--- src/rtl/mic_capture_ctrl.sv ---
// Sequencing and round-robin merge controller for a bank of NUM_CH CIC decimators.
// Define MIC_CAPTURE_TSTAMP_EN to add a per-sample 32-bit timestamp output (m_tstamp).
module mic_capture_ctrl #(
    parameter int unsigned NUM_CH         = 4,
    parameter int unsigned DATA_W         = 32,
    parameter int unsigned SETTLE_SAMPLES = 2,
    parameter int unsigned RST_CYCLES     = 4
) (
    input  logic                     clk,
    input  logic                     rst,
    input  logic                     cfg_wr,
    input  logic [4:0]               cfg_comb_num,
    input  logic [7:0]               cfg_dec_num,
    input  logic                     start,
    input  logic                     stop,
    output logic                     busy,
    output logic                     cic_rst,
    output logic [4:0]               cic_comb_num,
    output logic [7:0]               cic_dec_num,
    input  logic [NUM_CH*DATA_W-1:0] cic_data,
    input  logic [NUM_CH-1:0]        cic_valid,
    output logic [DATA_W-1:0]        m_data,
    output logic [2:0]               m_chan,
    output logic                     m_valid,
    input  logic                     m_ready,
    output logic [NUM_CH-1:0]        ovf,
    input  logic                     ovf_clr
`ifdef MIC_CAPTURE_TSTAMP_EN
    ,
    output logic [31:0]              m_tstamp
`endif
);

    localparam int unsigned IDX_W  = (NUM_CH > 1) ? $clog2(NUM_CH) : 1;
    localparam int unsigned CNT_W  = 4;
    localparam int unsigned RCNT_W = 8;
    localparam int unsigned COMB_W = 5;
    localparam int unsigned DEC_W  = 8;
    localparam int unsigned CHAN_W = 3;
`ifdef MIC_CAPTURE_TSTAMP_EN
    localparam int unsigned TS_W   = 32;
`endif

    typedef enum logic [2:0] {
        S_IDLE,
        S_CONFIG,
        S_SETTLE,
        S_RUN,
        S_DRAIN
    } state_e;

    state_e              state_q, state_d;
    logic [RCNT_W-1:0]   rcnt_q, rcnt_d;
    logic [CNT_W-1:0]    scnt_q [NUM_CH];
    logic [CNT_W-1:0]    scnt_d [NUM_CH];
    logic [COMB_W-1:0]   comb_q, comb_d;
    logic [DEC_W-1:0]    dec_q, dec_d;
    logic                busy_q, busy_d;
    logic                cic_rst_q, cic_rst_d;

    logic [DATA_W-1:0]   hold_data_q [NUM_CH];
    logic [DATA_W-1:0]   hold_data_d [NUM_CH];
    logic [NUM_CH-1:0]   hold_full_q, hold_full_d;
    logic [IDX_W-1:0]    last_grant_q, last_grant_d;
    logic [DATA_W-1:0]   m_data_q, m_data_d;
    logic [CHAN_W-1:0]   m_chan_q, m_chan_d;
    logic                m_valid_q, m_valid_d;
    logic [NUM_CH-1:0]   ovf_q, ovf_d;
    logic [NUM_CH-1:0]   ovf_set;

`ifdef MIC_CAPTURE_TSTAMP_EN
    logic [TS_W-1:0]     ts_q, ts_d;
    logic [TS_W-1:0]     hold_ts_q [NUM_CH];
    logic [TS_W-1:0]     hold_ts_d [NUM_CH];
    logic [TS_W-1:0]     m_tstamp_q, m_tstamp_d;
`endif

    logic                start_take;
    logic                settle_done;
    logic                arb_found;
    logic [IDX_W-1:0]    arb_sel;
    logic                grant;

    assign start_take = (state_q == S_IDLE) && start;
    assign grant      = arb_found && (!m_valid_q || m_ready);

    // Round-robin search over full registers, starting after the last grant.
    always_comb begin
        arb_found = 1'b0;
        arb_sel   = last_grant_q;
        for (int i = 1; i <= int'(NUM_CH); i++) begin
            if (!arb_found &&
                hold_full_q[IDX_W'((int'(last_grant_q) + i) % int'(NUM_CH))]) begin
                arb_found = 1'b1;
                arb_sel   = IDX_W'((int'(last_grant_q) + i) % int'(NUM_CH));
            end
        end
    end

    always_comb begin
        settle_done = 1'b1;
        for (int k = 0; k < int'(NUM_CH); k++) begin
            if (scnt_q[k] < CNT_W'(SETTLE_SAMPLES)) begin
                settle_done = 1'b0;
            end
        end
    end

    // Holding registers, output stage and overflow flags.
    always_comb begin
        hold_full_d  = hold_full_q;
        hold_data_d  = hold_data_q;
        m_valid_d    = m_valid_q;
        m_data_d     = m_data_q;
        m_chan_d     = m_chan_q;
        last_grant_d = last_grant_q;
        ovf_set      = '0;
`ifdef MIC_CAPTURE_TSTAMP_EN
        hold_ts_d    = hold_ts_q;
        m_tstamp_d   = m_tstamp_q;
`endif
        if (m_valid_q && m_ready) begin
            m_valid_d = 1'b0;
        end
        if (grant) begin
            m_valid_d             = 1'b1;
            m_data_d              = hold_data_q[arb_sel];
            m_chan_d              = CHAN_W'(arb_sel);
            last_grant_d          = arb_sel;
            hold_full_d[arb_sel]  = 1'b0;
`ifdef MIC_CAPTURE_TSTAMP_EN
            m_tstamp_d            = hold_ts_q[arb_sel];
`endif
        end
        // A register still full here was not granted this cycle, so the new sample is lost.
        for (int k = 0; k < int'(NUM_CH); k++) begin
            if ((state_q == S_RUN) && cic_valid[k]) begin
                if (hold_full_d[k]) begin
                    ovf_set[k] = 1'b1;
                end else begin
                    hold_full_d[k] = 1'b1;
                    hold_data_d[k] = cic_data[k*DATA_W +: DATA_W];
`ifdef MIC_CAPTURE_TSTAMP_EN
                    hold_ts_d[k]   = ts_q;
`endif
                end
            end
        end
        if (start_take) begin
            hold_full_d = '0;
        end
        ovf_d = (ovf_clr ? '0 : ovf_q) | ovf_set;
    end

    // Sequencer next state, CIC configuration and settle counting.
    always_comb begin
        state_d = state_q;
        rcnt_d  = rcnt_q;
        scnt_d  = scnt_q;
        comb_d  = comb_q;
        dec_d   = dec_q;
        unique case (state_q)
            S_IDLE: begin
                if (cfg_wr) begin
                    comb_d = cfg_comb_num;
                    dec_d  = cfg_dec_num;
                end
                if (start) begin
                    state_d = S_CONFIG;
                    rcnt_d  = '0;
                    for (int k = 0; k < int'(NUM_CH); k++) begin
                        scnt_d[k] = '0;
                    end
                end
            end
            S_CONFIG: begin
                if (stop) begin
                    state_d = S_IDLE;
                end else if (rcnt_q == RCNT_W'(RST_CYCLES - 1)) begin
                    state_d = S_SETTLE;
                end else begin
                    rcnt_d = rcnt_q + RCNT_W'(1);
                end
            end
            S_SETTLE: begin
                for (int k = 0; k < int'(NUM_CH); k++) begin
                    if (cic_valid[k] && (scnt_q[k] < CNT_W'(SETTLE_SAMPLES))) begin
                        scnt_d[k] = scnt_q[k] + CNT_W'(1);
                    end
                end
                if (stop) begin
                    state_d = S_IDLE;
                end else if (settle_done) begin
                    state_d = S_RUN;
                end
            end
            S_RUN: begin
                if (stop) begin
                    state_d = S_DRAIN;
                end
            end
            S_DRAIN: begin
                // Look at next-cycle occupancy so busy drops right after the final handshake.
                if ((hold_full_d == '0) && !m_valid_d) begin
                    state_d = S_IDLE;
                end
            end
            default: state_d = S_IDLE;
        endcase
        busy_d    = (state_d != S_IDLE);
        cic_rst_d = (state_d == S_IDLE) || (state_d == S_CONFIG);
    end

`ifdef MIC_CAPTURE_TSTAMP_EN
    always_comb begin
        ts_d = ts_q + TS_W'(1);
        if ((state_q != S_RUN) && (state_d == S_RUN)) begin
            ts_d = '0;
        end
    end
`endif

    always_ff @(posedge clk) begin
        if (!rst) begin
            state_q      <= S_IDLE;
            rcnt_q       <= '0;
            comb_q       <= '0;
            dec_q        <= '0;
            busy_q       <= 1'b0;
            cic_rst_q    <= 1'b1;
            hold_full_q  <= '0;
            last_grant_q <= IDX_W'(NUM_CH - 1);
            m_data_q     <= '0;
            m_chan_q     <= '0;
            m_valid_q    <= 1'b0;
            ovf_q        <= '0;
            for (int k = 0; k < int'(NUM_CH); k++) begin
                scnt_q[k]      <= '0;
                hold_data_q[k] <= '0;
            end
`ifdef MIC_CAPTURE_TSTAMP_EN
            ts_q       <= '0;
            m_tstamp_q <= '0;
            for (int k = 0; k < int'(NUM_CH); k++) begin
                hold_ts_q[k] <= '0;
            end
`endif
        end else begin
            state_q      <= state_d;
            rcnt_q       <= rcnt_d;
            comb_q       <= comb_d;
            dec_q        <= dec_d;
            busy_q       <= busy_d;
            cic_rst_q    <= cic_rst_d;
            hold_full_q  <= hold_full_d;
            last_grant_q <= last_grant_d;
            m_data_q     <= m_data_d;
            m_chan_q     <= m_chan_d;
            m_valid_q    <= m_valid_d;
            ovf_q        <= ovf_d;
            for (int k = 0; k < int'(NUM_CH); k++) begin
                scnt_q[k]      <= scnt_d[k];
                hold_data_q[k] <= hold_data_d[k];
            end
`ifdef MIC_CAPTURE_TSTAMP_EN
            ts_q       <= ts_d;
            m_tstamp_q <= m_tstamp_d;
            for (int k = 0; k < int'(NUM_CH); k++) begin
                hold_ts_q[k] <= hold_ts_d[k];
            end
`endif
        end
    end

    assign busy         = busy_q;
    assign cic_rst      = cic_rst_q;
    assign cic_comb_num = comb_q;
    assign cic_dec_num  = dec_q;
    assign m_data       = m_data_q;
    assign m_chan       = m_chan_q;
    assign m_valid      = m_valid_q;
    assign ovf          = ovf_q;
`ifdef MIC_CAPTURE_TSTAMP_EN
    assign m_tstamp     = m_tstamp_q;
`endif

endmodule

--- config.mk ---
export PLATFORM = sky130hd
export DESIGN_NAME = mic_capture_ctrl
export DESIGN_NICKNAME = d
export VERILOG_FILES = /design/src/rtl/mic_capture_ctrl.sv
export SDC_FILE = /design/constraint.sdc
export NUM_CORES = 1
export LEC_CHECK = 0
export ABC_AREA = 1
export CAP_MARGIN = 10
export CORE_MARGIN = 2
export CORE_UTILIZATION = 55
export CTS_BUF_LIST = sky130_fd_sc_hd__clkbuf_4 sky130_fd_sc_hd__clkbuf_8
export DETAILED_ROUTE_END_ITERATION = 16
export PLACE_DENSITY = 0.86
export SYNTH_ARGS = -nofsm -noshare
export SYNTH_HDL_FRONTEND = slang
export SYNTH_SLANG_ARGS = --single-unit
--- constraint.sdc ---
create_clock -name clk -period 5.2 [get_ports clk]
set_input_delay 0.78 -clock clk [delete_from_list [all_inputs] [get_ports clk]]
set_output_delay 0.78 -clock clk [all_outputs]
set_load 0.005 [all_outputs]
==> impl_metrics.tcl, run 1 <==
set metrics [dict create \
    run_status "finished clean" \
    synth_top_area_cell "dfxtp_1" \
    fmax_ghz 0.266 \
    place.gp.congestion 0.905 \
    setup_viol 0 \
    wl_per_cell_um 15.7 \
    drc 0 \
    leakagePower_nw 4.70 \
    num-fill-cells 1268 \
    ys_ff_latch 215 \
    grt.overflow.total 0 \
    layout-drive-gt1-share_pct 7.57 \
    worstPathArrival_ns 4.18 \
    syn_to_final_growth_pct 29.8 \
    synth-seq-area-share_pct 47.1 \
    cts_setup_buffers 0 \
    ant_nets 0 \
    h-tree-depth 2 \
    fin_util_pct 72.2 \
    synthTopCellsByArea "dfxtp_1 (47%), o21ai_0 (7.2%), a21oi_1 (6.8%)" \
    nets 1547 \
    powerDensity_nw_per_um2 309 \
    finalCritPeriodShare_pct 72.4 \
    synth_edf_count 0 \
    required_ns 5.61 \
    cap_violations 0 \
    hold_violations 0 \
    core_area_sq_um 16400 \
    path_clk_slew_ns 0.06 \
    drv_slew 0 \
    holdWs_ns 0.452 \
    cts-root-buf "clkbuf_8" \
    clock_latency_ns 0.53 \
    dp_hpwl_um 17500 \
    critical_path_class "reg -> reg" \
    dp_cells 1572 \
    grt_max_degree 127 \
    ir_worst_vdd_v 0.000257 \
    layoutNonFillerInstCount 1633 \
    antenna_cells 0 \
    synth_flop_cell "dfxtp_1" \
    ctsHoldBuffers 0 \
    hold_start "scnt_q[3]" \
    grt_usage_pct 28.5 \
    holdPathEnd "scnt_q[3]" \
    vias_per_cell 5.44 \
    die-area_sq_um 17700 \
    post_cts_resized 0 \
    r2r_cells 15 \
    r2r-end "hold_data_q[13]" \
    cp-end-kind "flop" \
    timing.rr.start "last_grant_q[0]" \
    start_kind "flop" \
    numCtsBuffers 36 \
    skew_ns 0.0127 \
    drt_iter0_drc 913 \
    portBuffers 205 \
    hold_class "reg -> reg" \
    vias 8886 \
    die_x_um 133 \
    syn_area_sq_um 9130 \
    place_ws_ns 1.50 \
    netlist_instances 1222 \
    routed_wl_um 25600 \
    yosysTopAreaCellShare_pct 47.1 \
    dr.pass1.iters 5 \
    rows 47 \
    clock-sinks 215 \
    synth_nets 1379 \
    syn_area_per_cell_sq_um 7.47 \
    synth-async-reset-ratio_pct 0 \
    slew_headroom_pct 26.6 \
    initial_utilization_pct 55.7 \
    grt_pass1_wl_um 40900 \
    min_delay_path_depth 2 \
    io_pins 207 \
    rsz0062_at_grt "false" \
    die_h_um 133 \
    cts_tree "done" \
    r2r_slack_ns 1.44 \
    ctsLongestPathBuffers 3 \
    synth_cell_types 36 \
    antenna_found_initial 0 \
    tightestPinTransition_ns 1.10 \
    period_minus_slack_ns 3.76 \
    fin_setup_tns_ns 0 \
    ys_warn_count 0 \
    finalWorstSetupSlack_ns 1.44 \
    grt_pass1_vias 8276 \
    critPathMaxFanout 65 \
]
-- how the worst max path moves through the flow --
stage                      end             from  cells after the start  slack [ns]
3_3_place_gp   hold_data_q[31]  last_grant_q[0]                     15        1.54
3_5_place_dp   hold_data_q[25]  last_grant_q[0]                     15        1.50
5_1_grt        hold_data_q[25]  last_grant_q[0]                     15        0.96
6_report       hold_data_q[13]  last_grant_q[0]                     15        1.44
4_1_cts        hold_data_q[13]  last_grant_q[0]                     15        1.47
2_1_floorplan             busy  last_grant_q[0]                     21        3.25
-- metal layers --
metal / global-route usage, % / share of wire, % / wire (um)
met5: 0 / 0 / 0
met3: 6.21 / 8.4 / 2140
met2: 43.3 / 44 / 11200
met1: 39.1 / 44 / 11300
met4: 12.7 / 3.6 / 935
-- sequential cells by signal (all words and copies together) (netlist names) --
name and count:
cic_comb_num 5, state_q 3, cic_rst 1, hold_data_q 128, scnt_q 16, m_data 32, rcnt_q 8, busy 1
hold_full_q 4, cic_dec_num 8, m_chan 2, ovf 4, last_grant_q 2, m_valid 1
-- power by group --
group	switching (mW)	internal [mW]	leakage, nW
sequential	0.0235	1.68	1.74
clock	0.663	0.854	0.384
combinational	0.222	0.213	2.58
total	0.909	2.75	4.70
-- worst max-delay path, stage by stage (launching register included) --
cell	delay [ns]
dfxtp_1	0.61
inv_6	0.10
nand2_1	0.08
nand2_1	0.11
nand2_4	0.12
nand2_4	0.07
clkinv_2	0.07
nand3_4	0.08
nand2_1	0.08
nand2_2	0.59
nor2_4	0.33
nand2_2	0.10
a21oi_4	0.60
inv_2	0.42
nor2_1	0.21
nor2_1	0.06
-- final cells by class --
cell class              count  area (sq um)  area share, %
clock inverters             4          25.0          0.211
flip-flops and latches    215          4300           36.3
multi-input cells         779          3890           32.9
clock buffers              57           703           5.93
repair buffers            210          2090           17.6
inverters                 148           562           4.74
well taps                 220           275           2.32
-- kinds of logic (layout without fill, tap and decap cells) --
family | Yosys count | after routing | share of synthesized area (%)
AND/OR/NAND/NOR | 388 | 388 | 18.4
AO/OA/AOI/OAI | 385 | 385 | 23.6
buffers and inverters | 228 | 419 | 10.2
flip-flops | 215 | 215 | 47.1
adder cells (fa/ha/maj) | 5 | 5 | 0.685
other | 1 | 1 | 0.0411
-- per-stage QoR --
stage	instance area [sq um]	power, mW
3_5_place_dp	11100	2.17
3_3_place_gp	11100	2.17
4_1_cts	11900	3.67
2_1_floorplan	9130	1.94
6_report	11900	3.66
5_1_grt	11900	3.78
-- cell usage in the layout, fill, tap and decap left out, drive strengths merged, types with 6 or more instances in the layout --
cell           Yosys  layout
a211oi             6       6
a21oi            128     128
buf               44       6
clkbuf            36      57
clkdlybuf4s50      0     204
dfxtp            215     215
inv              147     147
nand2            153     153
nand3             62      62
nor2             158     158
nor3               8       8
o211ai            66      66
o21ai            175     175
-- synth_stat cells, types with 3 or more instances --
cell type	instances
nor4_1	3
a211oi_1	6
o22ai_1	4
nand2_1	134
nand2_2	14
nand3_1	59
buf_2	36
a21oi_1	124
nor2_1	155
o211ai_1	66
dfxtp_1	215
o21ai_0	131
buf_1	3
a31oi_1	4
nor3_1	8
ha_1	5
nand2_4	5
inv_1	137
buf_4	3
clkbuf_1	36
inv_2	9
o21ai_1	44
Note: power is estimated with default switching activity, not from simulation.
==> run 2, diff against run 1 <==
--- a/config.mk
+++ b/config.mk
@@ -8,10 +8,10 @@
 export ABC_AREA = 1
 export CAP_MARGIN = 10
 export CORE_MARGIN = 2
-export CORE_UTILIZATION = 55
+export CORE_UTILIZATION = 52
 export CTS_BUF_LIST = sky130_fd_sc_hd__clkbuf_4 sky130_fd_sc_hd__clkbuf_8
 export DETAILED_ROUTE_END_ITERATION = 16
-export PLACE_DENSITY = 0.86
+export PLACE_DENSITY = 0.82
 export SYNTH_ARGS = -nofsm -noshare
 export SYNTH_HDL_FRONTEND = slang
 export SYNTH_SLANG_ARGS = --single-unit
==> constraint.sdc (replaced) <==
create_clock -name clk -period 3.8 [get_ports clk]
set_input_delay 0.57 -clock clk [delete_from_list [all_inputs] [get_ports clk]]
set_output_delay 0.57 -clock clk [all_outputs]
set_load 0.005 [all_outputs]
==> run 2 against run 1 <==
Critical path depth decreased by 3. Global-route usage decreased by 2.0 points. Fmax increased by 31%. Critical path type unchanged. Critical endpoint is now hold_data_q[76].
==> impl_metrics.tcl, run 2 (synthesized netlist as in run 1, its figures left out) <==
set metrics [dict create \
    place.gp.congestion 0.884 \
    path_clk_slew_ns 0.06 \
    grt_pass1_wl_um 39600 \
    layout_commonest_cell "dfxtp_1" \
    setup_viol 0 \
    tightestPinTransition_ns 1.03 \
    start_kind "flop" \
    grt_usage_pct 26.5 \
    dr.pass1.iters 6 \
    hold_start "scnt_q[7]" \
    h-tree-depth 2 \
    ctsLongestPathBuffers 3 \
    fin_util_pct 69.0 \
    grt_max_degree 67 \
    regMostFlops "hold_data_q" \
    post_cts_resized 0 \
    fmax_ghz 0.349 \
    layout-drive-gt1-share_pct 7.96 \
    hold_class "reg -> reg" \
    layoutNonFillerInstCount 1644 \
    critical_path_class "reg -> reg" \
    run_status "finished clean" \
    r2r-end "hold_data_q[76]" \
    largest_register_ffs 128 \
    die-area_sq_um 18600 \
    ant_nets 0 \
    numCtsBuffers 37 \
    r2r_cells 12 \
    drv_slew 0 \
    cts-root-buf "clkbuf_8" \
    num-fill-cells 1438 \
    critPathMaxFanout 64 \
    holdPathEnd "scnt_q[7]" \
    vias 8716 \
    die_x_um 137 \
    required_ns 4.24 \
    ctsHoldBuffers 0 \
    drc 0 \
    clock_latency_ns 0.52 \
    antenna_found_initial 0 \
    layout_common_cells "dfxtp_1 (215), clkdlybuf4s50_1 (204), nor2_1 (155)" \
    rsz0062_at_grt "false" \
    hold_violations 0 \
    vias_per_cell 5.30 \
    portBuffers 205 \
    min_delay_path_depth 2 \
    stdcell_area_sq_um 11900 \
    cp-end-kind "flop" \
    wl_per_cell_um 15.4 \
    initial_utilization_pct 53.0 \
    antenna_cells 0 \
    fin_setup_tns_ns 0 \
    clock-sinks 215 \
    slew_headroom_pct 30.9 \
    die_h_um 137 \
    routed_wl_um 25300 \
    cts_setup_buffers 0 \
    syn_to_final_growth_pct 30.3 \
    dp_cells 1583 \
    cts_tree "done" \
    ir_worst_vdd_v 0.000264 \
    r2r_slack_ns 0.94 \
    grt.overflow.total 0 \
    powerDensity_nw_per_um2 420 \
    drt_iter0_drc 612 \
    finalCritPeriodShare_pct 75.4 \
    grt_pass1_vias 8034 \
    worstPathArrival_ns 3.30 \
    skew_ns 0.0141 \
    io_pins 207 \
    dp_hpwl_um 17400 \
    leakagePower_nw 4.74 \
    core_area_sq_um 17200 \
    period_minus_slack_ns 2.86 \
    placed_area_sq_um 11200 \
    rows 48 \
    timing.rr.start "last_grant_q[0]" \
    cap_violations 0 \
    nets 1554 \
]
[run 2: per-layer routing]
| layer | global-route usage [%] | up-vias | part of all wire, % | routed length, um |
|---|---|---|---|---|
| li1 | - | 4392 | - | - |
| met3 | 7.30 | 32 | 9.0 | 2280 |
| met5 | 0 | - | 0 | 0 |
| met4 | 7.64 | 0 | 1.8 | 448 |
| met1 | 37.4 | 3980 | 46 | 11600 |
| met2 | 39.6 | 312 | 43 | 10900 |
[run 2: worst max-delay path, stage by stage (launching register included)]
cell and delay (ns):
dfxtp_1 0.60, inv_6 0.09, nand2_1 0.09, nand2_1 0.07
o21ai_0 0.27, nand3_2 0.18, nand2_4 0.14, nor2_4 0.06
nand2_1 0.07, a21oi_1 0.10, inv_2 0.68, o21ai_0 0.24
a21oi_1 0.16
[run 2: through the flow]
stage          hold slack, ns  setup slack, ns  power, mW
2_1_floorplan           0.418             1.85       2.65
3_3_place_gp            0.431             1.08       2.96
3_5_place_dp            0.430             1.00       2.97
4_1_cts                 0.441            0.974       5.03
5_1_grt                 0.453            0.668       5.18
6_report                0.439            0.935       4.99
[run 2: worst max path at each step]
stage                          from         endpoint  slack, ns  cells past startpoint
floorplan           last_grant_q[0]             busy       1.85                     21
global placement    last_grant_q[0]  hold_data_q[94]       1.08                     12
detailed placement  last_grant_q[0]  hold_data_q[55]       1.00                     12
CTS                 last_grant_q[0]  hold_data_q[76]       0.97                     14
global route        last_grant_q[0]  hold_data_q[75]       0.67                     14
finish              last_grant_q[0]  hold_data_q[76]       0.94                     12
[run 2: area by class of cell]
class	instances	area [sq um]	share of cell area, %
flip-flops and latches	215	4300	36.2
multi-input cells	779	3890	32.7
repair buffers	216	2130	17.9
clock inverters	4	22.5	0.189
inverters	148	562	4.72
clock buffers	57	703	5.91
well taps	225	282	2.37
[run 2: report_power, final]
group | internal, mW | total, mW | switching (mW)
registers | 2.30 | 2.34 | 0.0339
clock network | 1.17 | 2.07 | 0.899
logic | 0.293 | 0.591 | 0.298
total | 3.76 | 4.99 | 1.23
